**config.mk**
```make
export PLATFORM = sky130hd
export DESIGN_NAME = hw_3_8_scan_sequencer
export DESIGN_NICKNAME = d
export VERILOG_FILES = /design/src/rtl/hw_scan_pkg.sv /design/src/rtl/hw_scan_next_slot.sv /design/src/rtl/hw_3_8_scan_sequencer.sv
export SDC_FILE = /design/constraint.sdc
export NUM_CORES = 1
export LEC_CHECK = 0
export CORE_MARGIN = 8
export CORE_UTILIZATION = 62
export DETAILED_ROUTE_END_ITERATION = 8
export PLACE_DENSITY = 0.94
export SETUP_SLACK_MARGIN = 0.1
export SLEW_MARGIN = 20
export SYNTH_ARGS = -nofsm -noshare
export SYNTH_HDL_FRONTEND = slang
export SYNTH_SLANG_ARGS = --single-unit
```
**constraint.sdc**
```tcl
create_clock -name clk -period 3.8 [get_ports clk]
set_input_delay 0.38 -clock clk [delete_from_list [all_inputs] [get_ports clk]]
set_output_delay 0.38 -clock clk [all_outputs]
set_load 0.03 [all_outputs]
```
**src/rtl/hw_scan_pkg.sv**
```systemverilog
// hw_scan_pkg: shared slot geometry, FSM state type and highest-slot helper for the scan sequencer
package hw_scan_pkg;
  localparam int NUM_SLOTS = 8;
  localparam int SEL_W = 3;
  typedef enum logic [1:0] {IDLE, DWELL, GAP} scan_state_t;
  function automatic logic [SEL_W-1:0] top_slot(input logic [NUM_SLOTS-1:0] m);
    top_slot = '0;
    for (int i = 0; i < NUM_SLOTS; i++)
      if (m[i]) top_slot = SEL_W'(i);
  endfunction
endpackage

```
**src/rtl/hw_scan_next_slot.sv**
```systemverilog
// hw_scan_next_slot: finds the lowest set mask bit and the next set bit strictly above cur
// Ports: mask (slot enables), cur (current slot) -> nxt (next slot above cur),
//        first (lowest enabled slot), last (no enabled slot above cur)
module hw_scan_next_slot
  import hw_scan_pkg::*;
(
  input  logic [NUM_SLOTS-1:0] mask,
  input  logic [SEL_W-1:0]     cur,
  output logic [SEL_W-1:0]     nxt,
  output logic [SEL_W-1:0]     first,
  output logic                 last
);
  // Scan downward so the final hit is the lowest qualifying bit.
  always_comb begin
    first = '0;
    nxt = '0;
    last = 1'b1;
    for (int i = NUM_SLOTS - 1; i >= 0; i--) begin
      if (mask[i]) first = SEL_W'(i);
      if (mask[i] && i > int'(cur)) begin
        nxt = SEL_W'(i);
        last = 1'b0;
      end
    end
  end
endmodule

```
**src/rtl/hw_3_8_scan_sequencer.sv**
```systemverilog
// hw_3_8_scan_sequencer: masked, dwell-timed slot scanner driving the EN/s inputs of a 3:8 decoder
// Ports: clk, rst_n (async active-low), start, stop, cont, mask, dwell in;
//        EN, s, busy, slot_done, sweep_done out (all from registers).
// Build option: define SCAN_GAP_EN for a one-cycle EN=0 gap between slots.
module hw_3_8_scan_sequencer
  import hw_scan_pkg::*;
#(
  parameter int DWELL_W = 8
) (
  input  logic                 clk,
  input  logic                 rst_n,
  input  logic                 start,
  input  logic                 stop,
  input  logic                 cont,
  input  logic [NUM_SLOTS-1:0] mask,
  input  logic [DWELL_W-1:0]   dwell,
  output logic                 EN,
  output logic [SEL_W-1:0]     s,
  output logic                 busy,
  output logic                 slot_done,
  output logic                 sweep_done
);
  scan_state_t state, state_n;
  logic [SEL_W-1:0] s_n, top_q, top_n, nxt, first;
  logic [NUM_SLOTS-1:0] msk_q, msk_n, sel_mask;
  logic [DWELL_W-1:0] dw_q, dw_n, cnt, cnt_n;
  logic last, en_n, cont_q, cont_n, slot_done_n, sweep_done_n;

  // While idle the candidate mask is the live input, otherwise the latched one.
  assign sel_mask = (state == IDLE) ? mask : msk_q;
  assign busy = (state != IDLE);

  hw_scan_next_slot u_next (
    .mask  (sel_mask),
    .cur   (s),
    .nxt   (nxt),
    .first (first),
    .last  (last)
  );

  always_ff @(posedge clk or negedge rst_n) begin
    if (!rst_n) begin
      state <= IDLE;
      EN <= 1'b0;
      s <= '0;
      cnt <= '0;
      msk_q <= '0;
      dw_q <= '0;
      cont_q <= 1'b0;
      top_q <= '0;
      slot_done <= 1'b0;
      sweep_done <= 1'b0;
    end else begin
      state <= state_n;
      EN <= en_n;
      s <= s_n;
      cnt <= cnt_n;
      msk_q <= msk_n;
      dw_q <= dw_n;
      cont_q <= cont_n;
      top_q <= top_n;
      slot_done <= slot_done_n;
      sweep_done <= sweep_done_n;
    end
  end

  // Done flags are derived from the next-cycle state so they line up with counter==0.
  always_comb begin
    state_n = state;
    s_n = s;
    en_n = EN;
    cnt_n = cnt;
    msk_n = msk_q;
    dw_n = dw_q;
    cont_n = cont_q;
    top_n = top_q;
    if (state == IDLE) begin
      if (start && !stop && |mask) begin
        state_n = DWELL;
        s_n = first;
        en_n = 1'b1;
        msk_n = mask;
        dw_n = (dwell == '0) ? DWELL_W'(1) : dwell;
        cnt_n = dw_n - 1'b1;
        cont_n = cont;
        top_n = top_slot(mask);
      end
    end else if (stop) begin
      state_n = IDLE;
      en_n = 1'b0;
    end else if (state == GAP) begin
      state_n = DWELL;
      en_n = 1'b1;
    end else if (cnt != '0) begin
      cnt_n = cnt - 1'b1;
    end else if (last && !cont_q) begin
      state_n = IDLE;
      en_n = 1'b0;
    end else begin
      s_n = last ? first : nxt;
      cnt_n = dw_q - 1'b1;
`ifdef SCAN_GAP_EN
      state_n = GAP;
      en_n = 1'b0;
`endif
    end
    slot_done_n = (state_n == DWELL) && (cnt_n == '0);
    sweep_done_n = slot_done_n && (s_n == top_n);
  end
endmodule
```
---- Word-level counts from Yosys, hierarchy flattened ----
Index checks and enable logic that the tools add are counted.
cells by class
  mux-type cells .......................... 58
  eq/ne operators ......................... 5
  reduce and logical (&&, ||, !) cells .... 23
  $add $sub $neg .......................... 3
  magnitude comparators ................... 7
operators with widths
  kind                                                number
  two-way mux 3 bit                                   30
  two-way mux 8 bit                                   8
  subtractor 8 x 1 -> 8 bit (second input constant)   3
  zero test 8 bit                                     2
  two-way mux 1 bit                                   14
  > comparator 3 bit (first input constant)           4
  logical AND 1 bit                                   12
  two-way mux 2 bit                                   6
  nonzero test 8 bit                                  1
  OR reduction 8 bit                                  1
  > comparator 2 x 3 -> 1 bit (first input constant)  2
  != test 4 bit (second input constant)               1
  nonzero test 4 bit                                  1
  == test 3 bit                                       1
  > comparator 1 x 3 -> 1 bit (first input constant)  1
  AND reduction 3 bit                                 1
  == test 2 x 1 -> 1 bit (second input constant)      1
  == test 2 bit (second input constant)               1
  zero test 1 bit                                     2
  zero test 2 bit                                     1
  != test 2 x 1 -> 1 bit (second input constant)      1
  AND reduction 2 bit                                 1
  nonzero test 2 bit                                  1
word-level totals
  bits in registers ....................... 36
  output and inout bits ................... 7

---- Longest topological paths before layout ----
Gate-level depths: netlist of the first run.
  depth in word-level cells ............... 19
  depth in mapped cells ................... 12
  mapped depth without buffers ............ 12

---- Hierarchy ----
Synthesis of the first run repeated with hierarchy kept, for this count alone.
second synthesis, totals
  cell total of the unflattened synthesis .. 302
  area, all modules ....................... 2519.9 µm²
modules (own cells, without submodules)
  module                 cells an instance  seq. area each (µm²)  instances  area an instance (µm²)
  hw_3_8_scan_sequencer  263                900.9                 1          2268.4
  hw_scan_next_slot      39                 0.0                   1          251.5

---- Worst setup path after synthesis of the first run ----
OpenSTA, ideal clock, no wires.
  kind .................................... input to register
  start point ............................. input port dwell[3]
  end point ............................... register sweep_done
  setup time .............................. 0.095 ns
  path slack .............................. 1.063 ns
  arrival time ............................ 2.642 ns
  stages on the path ...................... 12
  data required time ...................... 3.705 ns
  cell sequence ........................... or4_1 nor2_1 a21oi_1 ha_1 nor3b_1 xor2_1 mux2_2 nand2_1 a31oi_1 a211oi_1 and4_1 nor4b_2
on the way
  longest elaborated chain between the ends .. 8
ends and longest elaborated chain
  element                        line                          RTL
  from (decl)                    hw_3_8_scan_sequencer.sv:16   input logic [DWELL_W-1:0] dwell,
  zero test 8 bit                hw_3_8_scan_sequencer.sv:83   dw_n = (dwell == '0) ? DWELL_W'(1) : dwell;
  two-way mux 8 bit (*)          hw_3_8_scan_sequencer.sv:83
  subtractor 8 x 1 -> 8 bit (*)  hw_3_8_scan_sequencer.sv:84   cnt_n = dw_n - 1'b1;
  two-way mux 8 bit (*)          hw_3_8_scan_sequencer.sv:78   if (start && !stop && |mask) begin
  two-way mux 8 bit (*)          hw_3_8_scan_sequencer.sv:77   if (state == IDLE) begin
  via cnt_n[4]                   hw_3_8_scan_sequencer.sv:26   logic [DWELL_W-1:0] dw_q, dw_n, cnt, cnt_n;
  zero test 8 bit (*)            hw_3_8_scan_sequencer.sv:107  slot_done_n = (state_n == DWELL) && (cnt_n == '0);
  logical AND 1 bit (*)          hw_3_8_scan_sequencer.sv:107
  via slot_done_n                hw_3_8_scan_sequencer.sv:27   logic last, en_n, cont_q, cont_n, slot_done_n, sweep_done_n;
  logical AND 1 bit (*)          hw_3_8_scan_sequencer.sv:108  sweep_done_n = slot_done_n && (s_n == top_n);
  via sweep_done_n               hw_3_8_scan_sequencer.sv:27
  to (signal assigned)           hw_3_8_scan_sequencer.sv:63   sweep_done <= sweep_done_n;
  to (decl)                      hw_3_8_scan_sequencer.sv:21   output logic sweep_done
The timed path passes the listed nets; every way through them passes the cells marked *.
A chain may end at the register's enable or synchronous reset.

---- Final worst setup path of the first run ----
Ends and elaborated chain as after synthesis.

==> flow_summary.ini, run 1 <==
[cts]
clk-insertion-delay-late_ns = 0.29
clockRootBuffer = clkbuf_8
cts_setup_buffers = 0
postCtsResizedCells = 0
cts_buffer_depth = 2
cts_tree = done
h-tree-depth = 2
cts.reportedPaths.clkPinSlew_ns = 0.08
cts_made_buffers = 5
cts.sinks = 36
ctsHoldBuffers = 0

[critical_path]
crit_chain = clkdlybuf4s50_1, or4_1, nor2_1, a21oi_1, ha_1, nor3b_1, xor2_1, mux2_2, nand2_1, a31oi_1, a211oi_1, and4_1, nor4b_2
regToRegSetupSlack_ns = 0.78
critPathRequiredTime_ns = 4.00
criticalPathCategory = in -> reg
endpoint_kind = register
rr_endpoint = sweep_done$_DFF_PN0_
crit_family = simple AND/OR/NAND/NOR gates
r2r_cells = 9
crit_fanout = 7
crit_cells = 13
worstSetupStartpoint = dwell[3]
cp-start-kind = primary input
critPathCapture = sweep_done$_DFF_PN0_
critPathBufInv = 1
reg2reg_from = state[0]$_DFF_PN0_
arrival_ns = 3.51
slowest_delay_ns = 0.58
cp_slowest_cell = or4_1

[synthesis]
synthCells = 322
syn-cell-area_um2 = 2770
synth_top_area_share_pct = 32.5
ys_warn_count = 0
synthArstFlopShare_pct = 100
ys.flop_type = dfrtp_1
synthDistinctLibCells = 70
synth_largest_area_cell = dfrtp_1
netlist_top_cells_area = dfrtp_1 (33%), o21ai_0 (4.7%), mux2_2 (4.5%)
synth-edff-count = 0
syn-num-nets = 346
ys_seq_area_share_pct = 32.5
ys_ff_latch = 36
synth_area_per_cell_um2 = 8.61

[detailed_routing]
first_pass_iters = 5
vias = 2722
top_layer = met4
routed-wl-met3_um = 550
drt-total-wl_mm = 7.60
dr_wl_met2_mm = 3.50
viasPerCell = 6.81
drc = 0
drtIter0Drc = 325
wl_per_cell_um = 19.0
drt.antenna.violating_nets = 0
met1_length_mm = 3.36

[place]
hpwl_mm = 5.60
placed_cell_area_um2 = 3080
gp_congestion = 0.961
port_buffers = 27

[global_route]
grt_pass1_wl_mm = 12.7
grt_use_total_pct = 21.6
grt_pass1_vias = 2628
antenna_found_initial = 0
grt_max_degree = 37
overflow = 0

[timing]
rsz0062_at_grt = false
tns_ns = 0
worstMarginPinSlew_ns = 0.838
relSlewSlack_pct = 44.2
skew_ns = 0.00846
fmax_ghz = 0.302
maxSlewViolCount = 0
post-route-period-util_pct = 87.2
period_needed_ns = 3.31
final_hold_viol_count = 0
setup_viol = 0

[floorplanning]
initial_core_util_pct = 64.1
rows = 24
io_pins = 28
die_area_um2 = 6870
die_w_um = 82.9
die_h_um = 82.9
core-area_um2 = 4320

[cells_and_area]
final_layout_size_suffix_gt1_share_pct = 12.4
area_delta_synth_final_pct = 14.6
nNetsFinal = 372
register_area_um2 = 901
fillers = 335
fin_area_um2 = 3180
final_common_cell = dfrtp_1
multi_input_area_um2 = 1720
finalCoreUtilization_pct = 73.4
antennaDiodeCount = 0
layout_common_cells = dfrtp_1 (36), nand2_1 (30), o21ai_0 (26), clkdlybuf4s50_1 (26), nor2_1 (19)

[power]
p_leak_nw = 1.30
vdd_drop_max_v = 0.000229
powerDensity_nw_per_um2 = 470

[run_status]
status = finished clean

[job]
maxCapViolCount = 0

[min_path]
hp-class = in -> async
routing by layer:
metal / track usage [%] / vias to the layer above
met1: 27.5 / 1301
li1: - / 1254
met2: 34.1 / 142
met3: 5.47 / 25
met4: 7.99 / 0
met5: 0 / -
cell usage after synthesis, types with 3 or more instances:
| cell type | count |
|---|---|
| a21oi_1 | 15 |
| o21ai_0 | 26 |
| a211oi_1 | 7 |
| nand3_1 | 8 |
| nor3b_1 | 5 |
| clkbuf_1 | 9 |
| inv_1 | 16 |
| xnor2_1 | 6 |
| nor3_1 | 13 |
| o311a_1 | 3 |
| buf_2 | 3 |
| nor4_1 | 3 |
| and2_1 | 4 |
| nor4b_2 | 3 |
| o211ai_1 | 7 |
| o21bai_1 | 3 |
| a21o_1 | 5 |
| mux2_2 | 11 |
| ha_1 | 3 |
| o22ai_1 | 4 |
| nand2b_1 | 3 |
| buf_4 | 3 |
| and3_1 | 5 |
| a31oi_1 | 3 |
| xor2_1 | 5 |
| a21boi_0 | 3 |
| mux2i_1 | 6 |
| nor2_1 | 19 |
| o21ai_1 | 6 |
| dfrtp_1 | 36 |
| o31ai_1 | 3 |
| nand2_1 | 30 |
cell families (layout without fill, tap and decap cells):
group	count (synthesis)	in the layout	synth area share (%)
muxes	18	18	7.13
buffers and inverters	33	59	5.37
xor gates and xnor gates	11	11	3.48
AOI/OAI and AO/OA	107	107	27.0
and+or+nand+nor	114	114	23.2
DFF	36	36	32.5
adders and majority gates	3	3	1.35
cell type report:
| class | instances | share of cell area (%) |
|---|---|---|
| Clock buffer | 7 | 3.03 |
| Sequential cell | 36 | 28.4 |
| Timing Repair Buffer | 35 | 10.2 |
| Multi-Input combinational cell | 253 | 54.2 |
| Tap cell | 52 | 2.05 |
| Inverter | 17 | 2.09 |
registers in the layout (all words and copies together) (netlist names):
| signal | count |
|---|---|
| top_q | 3 |
| slot_done | 1 |
| EN | 1 |
| state | 2 |
| msk_q | 8 |
| dw_q | 8 |
| cnt | 8 |
| s | 3 |
| sweep_done | 1 |
| cont_q | 1 |
per-stage QoR:
| stage | std cells | power [W] | setup WS [ns] | hold slack, ns |
|---|---|---|---|---|
| 5_1_grt | 400 | 0.00157 | 0.324 | 0.257 |
| 4_1_cts | 400 | 0.00148 | 0.536 | 0.207 |
| 3_5_place_dp | 393 | 0.00117 | 0.234 | 0.479 |
| 3_3_place_gp | 393 | 0.00116 | 0.411 | 0.463 |
| 2_1_floorplan | 322 | 0.000998 | 1.06 | 0.0844 |
| 6_report | 400 | 0.00149 | 0.488 | 0.173 |
worst reg2reg max path, stage by stage (launching register included):
cell,delay (ns)
dfrtp_1,0.58
nor2_4,0.35
inv_4,0.13
a311oi_1,0.44
nand4_2,0.28
o211ai_4,0.39
nand3b_1,0.13
o311a_1,0.17
xor2_1,0.18
nor4b_2,0.30
how the worst min path moves through the flow:
stage,endpoint,cells after the start
4_1_cts,msk_q[0]$_DFFE_PN0P_,1
3_3_place_gp,msk_q[1]$_DFFE_PN0P_,2
2_1_floorplan,EN$_DFFE_PN0P_,0
6_report,msk_q[0]$_DFFE_PN0P_,1
3_5_place_dp,msk_q[0]$_DFFE_PN0P_,2
5_1_grt,msk_q[0]$_DFFE_PN0P_,1
power by group:
| group | internal [W] | switching (W) | total, W |
|---|---|---|---|
| sequential | 0.000467 | 0.000124 | 0.000591 |
| combinational | 0.000262 | 0.000334 | 0.000596 |
| clock | 0.000162 | 0.000142 | 0.000304 |
| total | 0.000890 | 0.000601 | 0.00149 |
Note: power is estimated with default switching activity, not from simulation.
==> run 2: changes to the inputs <==
Settings changed: CORE_UTILIZATION 62 to 38, PLACE_DENSITY 0.94 to 0.65.
==> flow_summary.ini, run 2 (synthesized netlist as in run 1, its figures left out) <==
[cells_and_area]
antennaDiodeCount = 0
nNetsFinal = 372
area_delta_synth_final_pct = 17.1
reg.largest.list = cnt (8), dw_q (8), msk_q (8)
final_layout_size_suffix_gt1_share_pct = 12.3
layout_common_cells = dfrtp_1 (36), nand2_1 (30), o21ai_0 (26), clkdlybuf4s50_1 (26), nor2_1 (19)
final_common_cell = dfrtp_1
fillers = 716
fin_cells = 448

[cts]
cts.reportedPaths.clkPinSlew_ns = 0.08
cts_made_buffers = 5
h-tree-depth = 2
cts_buffer_depth = 2
postCtsResizedCells = 0
cts_setup_buffers = 0
clk-insertion-delay-late_ns = 0.29
clockRootBuffer = clkbuf_8
cts.sinks = 36
cts_tree = done
ctsHoldBuffers = 0

[timing]
relSlewSlack_pct = 43.5
tns_ns = 0
worstMarginPinSlew_ns = 0.847
maxSlewViolCount = 0
holdWs_ns = 0.190
skew_ns = 0.00754
fmax_ghz = 0.305
post-route-period-util_pct = 86.3
rsz0062_at_grt = false
period_needed_ns = 3.28
setup_viol = 0
fin_ws_ns = 0.522
final_hold_viol_count = 0

[critical_path]
criticalPathCategory = in -> reg
rr_endpoint = sweep_done$_DFF_PN0_
cp-start-kind = primary input
endpoint_kind = register
regToRegSetupSlack_ns = 0.86
reg2reg_from = cnt[1]$_DFF_PN0_
critPathRequiredTime_ns = 4.00
arrival_ns = 3.48
cp_slowest_cell = or4_1
r2r_cells = 10
slowest_delay_ns = 0.57
critPathBufInv = 1
crit_chain = clkdlybuf4s50_1, or4_1, nor2_1, a21oi_1, ha_1, nor3b_1, xor2_1, mux2_2, nand2_1, a31oi_1, a211oi_1, and4_1, nor4b_2
crit_fanout = 7
crit_family = simple AND/OR/NAND/NOR gates

[job]
maxCapViolCount = 0

[detailed_routing]
wl_per_cell_um = 17.5
vias = 2609
drtIter0Drc = 187
drc = 0
first_pass_iters = 5
drt-total-wl_mm = 7.84
viasPerCell = 5.82
drt.antenna.violating_nets = 0

[global_route]
grt_max_degree = 37
grt_use_total_pct = 15.9
grt_pass1_vias = 2620
antenna_found_initial = 0
grt_pass1_wl_mm = 13.0
overflow = 0

[power]
p_leak_nw = 1.30
powerDensity_nw_per_um2 = 468
vdd_drop_max_v = 0.000214

[floorplanning]
rows = 31
die_h_um = 101
io_pins = 28
initial_core_util_pct = 38.6
core-area_um2 = 7180
die_w_um = 101
die_area_um2 = 10300

[min_path]
hp-class = in -> async

[run_status]
status = finished clean

[place]
port_buffers = 27
hpwl_mm = 5.78
gp_congestion = 0.879
dp_cells = 440
post-place-ws_ns = 0.252
-- run 2: cell types whose count changed in the layout (fill, tap and decap cells not counted) --
cell,before,now
bufinv_16,0,1
clkinv_2,0,1
clkbuf_8,7,5
clkbuf_1,0,1
-- run 2: where the power goes --
group	leakage [nW]	total (W)	switching [W]	internal, W
Sequential	0.438	0.000583	0.000116	0.000467
Combinational	0.807	0.000598	0.000337	0.000261
Clock	0.0552	0.000338	0.000143	0.000195
Total	1.30	0.00152	0.000596	0.000922
-- run 2: routing by layer --
layer,track usage (%),vias up,wire length (um)
met5,0,-,0
met4,4.12,0,114
met3,3.02,12,463
met2,26.4,86,3700
met1,20.5,1256,3560
li1,-,1255,-
-- run 2: through the flow --
stage               power, W  utilization (%)  area (um^2)
floorplan           0.000998                -         2770
global placement     0.00117             43.7         3140
detailed placement   0.00117             43.7         3140
CTS                  0.00152             45.2         3250
global route         0.00162             45.2         3250
finish               0.00152             45.2         3250
-- run 2: worst max-delay path by stage --
| stage | from | end | slack (ns) | depth (start not counted) |
|---|---|---|---|---|
| final | dwell[3] | sweep_done$_DFF_PN0_ | 0.52 | 13 |
| after floorplan | dwell[3] | sweep_done$_DFF_PN0_ | 1.06 | 12 |
| after global routing | dwell[3] | sweep_done$_DFF_PN0_ | 0.37 | 13 |
| after detailed placement | dwell[3] | sweep_done$_DFF_PN0_ | 0.25 | 13 |
| after CTS | dwell[3] | sweep_done$_DFF_PN0_ | 0.55 | 13 |
| after global placement | dwell[3] | sweep_done$_DFF_PN0_ | 0.40 | 13 |
-- run 2: layout make-up --
cell class / count / area [um^2] / area share [%]
Multi-Input combinational cell: 253 / 1720 / 53.0
Sequential cell: 36 / 901 / 27.8
Timing Repair Buffer: 35 / 325 / 10.0
Tap cell: 99 / 124 / 3.82
Clock buffer: 6 / 72.6 / 2.24
Inverter: 17 / 66.3 / 2.04
Clock inverter: 2 / 35.0 / 1.08
-- run 2: worst register-to-register path, cell delays in order, from the launching register on --
cell,delay [ns]
dfrtp_1,0.43
inv_1,0.11
ha_1,0.21
nor4b_2,0.39
and2_2,0.42
nor3_1,0.09
a211oi_1,0.33
o2111ai_1,0.21
nor3_1,0.24
and4_1,0.24
nor4b_2,0.18
